<file path="src/rtl/mpuc_rot45.sv">
// Time-multiplexed complex rotator by e^(-/+j*pi/4) with optional -j; one shared x181/256 multiplier.
// Latency 4 EI edges from sample accept to VO; EI=0 freezes all state, accepts one sample per 2 EI edges.
module mpuc_rot45 #(
  parameter int nb = 12
) (
  input  logic                 clk_i,
  input  logic                 rst_i,
  input  logic                 ei_i,
  input  logic                 ed_i,
  input  logic                 inv_i,
  input  logic                 mpyj_i,
  input  logic signed [nb-1:0] dr_i,
  input  logic signed [nb-1:0] di_i,
  output logic signed [nb:0]   dor_o,
  output logic signed [nb:0]   doi_o,
  output logic                 vo_o
);

  localparam int W  = nb + 1;
  localparam int PW = nb + 9;

  typedef enum logic {PH1 = 1'b0, PH2 = 1'b1} ph_e;

  ph_e                 ph_q, ph_d;
  logic                accept;
  logic                a_v_q, b_v_q, c_v_q, e_v_q, vo_q;
  logic signed [W-1:0] s_q, d_q, s_d, d_d;
  logic                inv_q, mpyj_q, mpyj_c_q;
  logic signed [W-1:0] rr_q, rr_c_q, ri_c_q;
  logic signed [W-1:0] e_dor_q, e_doi_q, e_dor_d, e_doi_d;
  logic signed [W-1:0] dor_q, doi_q;
  logic signed [W-1:0] mul_x, mul_f;
  logic signed [PW-1:0] xe, prod;

  always_comb begin
    ph_d   = ph_q;
    accept = 1'b0;
    if (ei_i) begin
      if (ph_q == PH1) begin
        if (ed_i) begin
          accept = 1'b1;
          ph_d   = PH2;
        end
      end else begin
        ph_d = PH1;
      end
    end
  end

  always_ff @(posedge clk_i) begin
    if (rst_i) ph_q <= PH1;
    else       ph_q <= ph_d;
  end

  assign s_d = {dr_i[nb-1], dr_i} + {di_i[nb-1], di_i};
  assign d_d = {dr_i[nb-1], dr_i} - {di_i[nb-1], di_i};

  // b_v_q marks the slot's second pipeline cycle: imaginary operand, otherwise real.
  always_comb begin
    mul_x = '0;
    if (b_v_q) mul_x = inv_q ? s_q : -d_q;
    else       mul_x = inv_q ? d_q : s_q;
  end

  assign xe    = {{8{mul_x[W-1]}}, mul_x};
  assign prod  = (xe <<< 7) + (xe <<< 5) + (xe <<< 4) + (xe <<< 2) + xe;
  assign mul_f = prod[PW-1:8];

  always_comb begin
    e_dor_d = rr_c_q;
    e_doi_d = ri_c_q;
    if (mpyj_c_q) begin
      e_dor_d = ri_c_q;
      e_doi_d = -rr_c_q;
    end
  end

  always_ff @(posedge clk_i) begin
    if (ei_i) begin
      if (accept) begin
        s_q    <= s_d;
        d_q    <= d_d;
        inv_q  <= inv_i;
        mpyj_q <= mpyj_i;
      end
      if (a_v_q) rr_q <= mul_f;
      if (b_v_q) begin
        rr_c_q   <= rr_q;
        ri_c_q   <= mul_f;
        mpyj_c_q <= mpyj_q;
      end
      if (c_v_q) begin
        e_dor_q <= e_dor_d;
        e_doi_q <= e_doi_d;
      end
    end
  end

  always_ff @(posedge clk_i) begin
    if (rst_i) begin
      a_v_q <= 1'b0;
      b_v_q <= 1'b0;
      c_v_q <= 1'b0;
      e_v_q <= 1'b0;
      vo_q  <= 1'b0;
      dor_q <= '0;
      doi_q <= '0;
    end else if (ei_i) begin
      a_v_q <= accept;
      b_v_q <= a_v_q;
      c_v_q <= b_v_q;
      e_v_q <= c_v_q;
      vo_q  <= e_v_q;
      if (e_v_q) begin
        dor_q <= e_dor_q;
        doi_q <= e_doi_q;
      end
    end
  end

  assign dor_o = dor_q;
  assign doi_o = doi_q;
  assign vo_o  = vo_q;

endmodule

</file>
<file path="config.mk">
export PLATFORM = sky130hd
export DESIGN_NAME = mpuc_rot45
export DESIGN_NICKNAME = d
export VERILOG_FILES = /design/src/rtl/mpuc_rot45.sv
export SDC_FILE = /design/constraint.sdc
export NUM_CORES = 1
export LEC_CHECK = 0
export CAP_MARGIN = 10
export CORE_MARGIN = 2
export CORE_UTILIZATION = 45
export CTS_BUF_LIST = sky130_fd_sc_hd__clkbuf_4 sky130_fd_sc_hd__clkbuf_8
export DETAILED_ROUTE_END_ITERATION = 10
export PLACE_DENSITY_LB_ADDON = 0.15
export SLEW_MARGIN = 20
export SYNTH_ARGS = -nofsm -noshare
export SYNTH_HDL_FRONTEND = slang
export SYNTH_SLANG_ARGS = --single-unit
export TNS_END_PERCENT = 1
</file>
<file path="constraint.sdc">
create_clock -name clk_i -period 6 [get_ports clk_i]
set_clock_uncertainty 0.05 [all_clocks]
set_input_delay 1.2 -clock clk_i [delete_from_list [all_inputs] [get_ports clk_i]]
set_output_delay 1.2 -clock clk_i [all_outputs]
set_load 0.01 [all_outputs]
</file>
==> results of run 1 <==
[layout make-up]
type	count	area, µm²
multi-input cells	502	3870
clock buffers	17	234
inverters	74	278
flip-flops and latches	125	3430
repair buffers	62	601
well taps	220	275
fillers	1438	7800
clock inverters	15	155
[stage by stage]
stage	cells	hold slack (ns)	worst slack [ns]	TNS, ns
4_1_cts	1013	0.369	0.209	0
6_report	1015	0.365	0.331	0
2_1_floorplan	726	0.350	0.430	0
5_1_grt	1015	0.372	-0.0139	-0.0140
3_3_place_gp	981	0.351	0.339	0
3_5_place_dp	981	0.355	0.231	0
[kinds of logic (layout without fill, tap and decap cells)]
| logic type | after synthesis | after routing |
|---|---|---|
| simple gates | 193 | 193 |
| compound gates | 143 | 143 |
| flops | 125 | 125 |
| buf+inv | 99 | 168 |
| fa+ha+maj | 86 | 86 |
| xor+xnor | 47 | 47 |
| mux | 33 | 33 |
[state kept, by name, summed over array words and instances, names as in the netlist, 12 cells and up]
name,flops
e_dor_q,13
doi_o,13
rr_q,13
ri_c_q,13
d_q,12
dor_o,13
e_doi_q,13
rr_c_q,13
s_q,13
[cells in the mapped netlist, types with 2 or more instances]
cell	number	area (µm²)
buf_1	3	11.3
a2111oi_0	2	17.5
mux2_2	23	259
dfxtp_1	32	641
a211oi_1	3	22.5
nand2_1	74	278
edfxtp_1	93	2790
o311a_1	2	20.0
inv_1	73	274
o211ai_1	5	37.5
clkbuf_1	20	75.1
o21a_1	9	67.6
o31a_1	4	35.0
nand3_1	9	45.0
or4_1	5	37.5
ha_1	59	738
xnor2_1	35	307
or3_1	6	37.5
o21ai_1	2	10.0
a31oi_1	5	31.3
a21o_1	10	75.1
xor2_1	12	105
and3_1	4	25.0
fa_1	27	541
nand2b_1	8	50.1
nor3_1	12	60.1
nor4b_1	2	17.5
nor2_1	41	154
o31ai_1	2	15.0
and4_1	2	17.5
and2_1	4	25.0
mux2i_1	9	90.1
nor4_1	9	56.3
a21oi_1	65	325
o21ai_0	22	110
nor2b_1	9	56.3
o21bai_1	4	30.0
[where the power goes]
part           switching, mW  internal, mW  leakage, nW
clock network          0.351         0.375        0.205
logic                  0.714         0.511         2.10
registers             0.0216          1.10         1.11
total                   1.09          1.98         3.41
[timing repair]
item	4_1_cts	5_1_grt
hold buffers	0	0
endpoints found under the setup margin	0	10
resized for setup	0	3
buffers inserted	0	2
[worst max-delay path by stage]
stage | start | end
6_report | s_q[0] | ri_c_q[12]
3_3_place_gp | s_q[0] | ri_c_q[12]
4_1_cts | s_q[0] | ri_c_q[12]
5_1_grt | s_q[0] | ri_c_q[12]
3_5_place_dp | s_q[0] | ri_c_q[12]
2_1_floorplan | s_q[0] | ri_c_q[12]
[layer usage]
layer | share of wire (%) | vias to the layer above | wire length, µm | GRT usage [%]
met2 | 51 | 105 | 7080 | 28.8
met1 | 43 | 2419 | 5980 | 19.0
li1 | - | 2655 | - | -
met4 | 2.3 | 0 | 319 | 6.08
met3 | 3.4 | 24 | 475 | 3.94
met5 | 0 | - | 0 | 0
[critical path: stages, from the launching register on]
cell and delay [ns]:
edfxtp_1 0.39, inv_1 0.12, ha_1 0.19, or3b_1 0.38
or3_1 0.43, nor3_2 0.16, xnor2_1 0.08, o211ai_1 0.19
o21ai_1 0.16, fa_1 0.53, inv_1 0.05, fa_1 0.47
fa_1 0.51, inv_1 0.04, ha_1 0.36, and3_1 0.22
a221oi_1 0.35, nand2b_2 0.23, and4_1 0.21, o21bai_1 0.10
xnor2_1 0.15
==> flow_summary.ini, run 1 <==
[synth]
synth_top_family_by_area = adder cells
synthAdderAreaFrac_pct = 16.7
ys_seq_area_share_pct = 44.7
synth.avg_cell_area_um2 = 10.6
yosys_warnings = 0
synth_seq_cells = 125
yosys.area_share.simple_pct = 12.2
synth_cell_types = 57
synth_nets = 842
synth_compound_area_share_pct = 11.3
synth_mux_area_share_pct = 4.75
syn_inst = 726
async_flop_share_pct = 0
synthXorXnorAreaFrac_pct = 5.37
synth_edf_count = 93
syn_area_um2 = 7670
ys.flop_type = edfxtp_1

[setup_path]
required_ns = 6.11
cp-start-kind = register
crit-reg2reg-launch = s_q[0]
end_kind = register
regToRegSetupSlack_ns = 0.33
cp.arrival_ns = 5.77
crit_fanout = 6
timing.rr.end = ri_c_q[12]
crit_type = reg -> reg
rr_worst_depth = 20

[timing]
setup_viol_count_final = 0
period_share_pct = 94.5
worstMarginPinSlew_ns = 1.07
slew_headroom_pct = 28.8
period_needed_ns = 5.67
finalHoldViolations = 0
final_max_slew_viol_count = 0
fmax_ghz = 0.176

[final_layout]
diodes = 0
nets = 898
drive_above_1_share_pct = 8.68
stdcell_area_um2 = 8840
layout_commonest_cell = edfxtp_1
final_cell_mix = 93 x edfxtp_1, 74 x nand2_1, 73 x inv_1, 65 x a21oi_1, 59 x ha_1
area_delta_synth_final_pct = 15.3
final_util_pct = 53.1

[detailed_routing]
final_antenna_net_count = 0
via_per_inst = 5.13
drt_first_pass_iters = 4
routed_wl_mm = 13.9
vias = 5203
drtIter0Drc = 238
drc = 0
wl_per_cell_um = 13.6

[floorplan]
fp.dieW_um = 135
num_io_pins = 57
die-area_um2 = 18100
num_rows = 47
die_h_um = 135
core-area_um2 = 16600
start_util_pct = 46.1

[cts]
clock_latency_ns = 0.44
numCtsBuffers = 17
cts_max_level = 4
cts.path.max_buffers = 2
cts_root_buffer = clkbuf_8
clkSinkCount = 125
path_clk_slew_ns = 0.08
cts_tree = yes

[grt]
gr-total-overflow = 0
antenna_found_initial = 0
grt_pass1_wl_mm = 23.4
grt_use_total_pct = 16.2
grt_pass1_vias = 5046
grt_max_degree = 33

[pwr]
p_total_mw = 3.07
p_leak_nw = 3.41
power.density_nw_per_um2 = 347
ir_worst_vdd_mv = 0.186

[place]
io_buffers = 56
hpwl_mm = 10.8
dpl-instance-area_um2 = 8440
gp_congestion = 0.847

[min_path]
hold_start = rr_q[0]
min_path_type = reg -> reg
hold_end = rr_c_q[0]
holdPathStages = 0

[flow_run]
maxCapViolations = 0

[outcome]
status = complete, no violations
Power figures use the tool's default switching activity.
==> run 2, diff against run 1 <==
--- a/config.mk
+++ b/config.mk
@@ -5,6 +5,7 @@
 export SDC_FILE = /design/constraint.sdc
 export NUM_CORES = 1
 export LEC_CHECK = 0
+export ABC_AREA = 0
 export CAP_MARGIN = 10
 export CORE_MARGIN = 2
 export CORE_UTILIZATION = 45
==> constraint.sdc (replaced) <==
create_clock -name clk_i -period 5.9 [get_ports clk_i]
set_clock_uncertainty 0.05 [all_clocks]
set_input_delay 1.18 -clock clk_i [delete_from_list [all_inputs] [get_ports clk_i]]
set_output_delay 1.18 -clock clk_i [all_outputs]
set_load 0.01 [all_outputs]
==> run 2 against run 1 <==
Sequential power barely moved. Via count fell by 0.52%. Maximum frequency rose by 1.6%. Die area did not move. Cell area fell by 0.31%. Sequential share of layout area rose by 0.12 points.
==> flow_summary.ini, run 2 (synthesis results as in run 1) <==
[setup_path]
required_ns = 6.00
path_buf_inv = 3
crit_type = reg -> reg
cp.arrival_ns = 5.68
slowest_stage = fa_1
crit_fanout = 6
cpPeakStageDelay_ns = 0.53
cp-start-kind = register
crit_path_cell_trace = inv_1, ha_1, or3b_1, or3_4, nor3_2, xnor2_1, o211ai_1, o21ai_1, fa_1, inv_1, fa_1, fa_1, inv_1, ha_1, and3_1, a221oi_2, nand2b_2, and4_1, o21bai_1, xnor2_1
end_kind = register
critPathTopFamily = adder cells

[pwr]
swShare_pct = 36.2
pwr-share-comb_pct = 40.7
seq_power_share_pct = 37.2
power.internal_mw = 1.95
power.density_nw_per_um2 = 347
p_leak_nw = 3.39
power_frac_clock_pct = 22.0
p_sw_mw = 1.11
p_total_mw = 3.06
ir_worst_vdd_mv = 0.187

[cts]
path_clk_slew_ns = 0.09
cts.hold.buffers_added = 0
cts.path.max_buffers = 2
clock_latency_ns = 0.44
cts_root_buffer = clkbuf_8
clkSinkCount = 125
numCtsBuffers = 17
cts_max_level = 4
cts_tree = yes

[grt]
grt_pass1_vias = 5086
grt_pass1_wl_mm = 23.1
grt_use_total_pct = 15.9
antenna_found_initial = 0
grt_max_degree = 33
gr-total-overflow = 0

[flow_run]
maxCapViolations = 0

[detailed_routing]
drc = 0
drt_first_pass_iters = 5
final_antenna_net_count = 0
drtIter0Drc = 187
wl_per_cell_um = 13.5
vias = 5176
via_per_inst = 5.10
routed_wl_mm = 13.7

[place]
gp_congestion = 0.858
io_buffers = 56
dpl-instance-area_um2 = 8430
hpwl_mm = 10.8

[floorplan]
start_util_pct = 46.1
die_h_um = 135
die-area_um2 = 18100
core-area_um2 = 16600
num_rows = 47
fp.dieW_um = 135
num_io_pins = 57

[timing]
final_max_slew_viol_count = 0
finalHoldViolations = 0
slew_headroom_pct = 31.3
period_needed_ns = 5.58
fmax_ghz = 0.179
worstMarginPinSlew_ns = 1.03
setup_viol_count_final = 0
period_share_pct = 94.6

[final_layout]
drive_above_1_share_pct = 9.07
final_cell_mix = 93 x edfxtp_1, 74 x nand2_1, 73 x inv_1, 65 x a21oi_1, 59 x ha_1
layout_commonest_cell = edfxtp_1
diodes = 0
area_delta_synth_final_pct = 14.9
nets = 897
stdcell_area_um2 = 8820

[min_path]
min_path_type = reg -> reg

[outcome]
status = complete, no violations
[run 2: what timing repair did]
action,CTS,global route
buffers inserted,0,2
gates resized for setup,0,6
setup endpoints to repair,0,12
[run 2: layer usage]
layer / global-route usage, % / part of all wire [%] / vias to the layer above
met5: 0 / 0 / -
met4: 4.33 / 0.88 / 0
met3: 3.75 / 3.0 / 12
met2: 29.5 / 53 / 92
met1: 18.4 / 43 / 2420
li1: - / - / 2652
[run 2: per-stage QoR]
step | setup TNS (ns) | utilization, % | instances | hold slack [ns] | setup slack, ns
final | 0 | 53.0 | 1014 | 0.364 | 0.321
after global routing | -0.00383 | 53.0 | 1014 | 0.381 | -0.00383
after CTS | 0 | 52.8 | 1012 | 0.366 | 0.0183
after detailed placement | 0 | 50.7 | 980 | 0.355 | 0.0601
after global placement | 0 | 50.6 | 980 | 0.351 | 0.233
after floorplan | 0 | - | 726 | 0.350 | 0.330
[run 2: path summary, 6_finish.rpt]
path                               from          to  slack (ns)  cells past startpoint
worst max-delay path             s_q[0]  ri_c_q[12]        0.32                     20
worst min-delay path            rr_q[8]   rr_c_q[8]        0.36                      0
worst max register to register   s_q[0]  ri_c_q[12]        0.32                     20
worst min register to register  rr_q[8]   rr_c_q[8]        0.36                      0
[run 2: final cells by class]
| cell class | instances | area (µm²) |
|---|---|---|
| Clock inverter | 14 | 109 |
| Multi-Input combinational cell | 502 | 3880 |
| Clock buffer | 18 | 248 |
| Timing Repair Buffer | 61 | 593 |
| Sequential cell | 125 | 3430 |
| Fill cell | 1464 | 7830 |
| Inverter | 74 | 278 |
| Tap cell | 220 | 275 |
[run 2: power groups by stage]
stage	Clock (mW)	Sequential (mW)	Combinational, mW
after floorplan	0	1.15	0.929
after global placement	0	1.16	1.18
after global routing	0.738	1.14	1.41
after CTS	0.695	1.14	1.22
after detailed placement	0	1.16	1.22
final	0.674	1.14	1.25
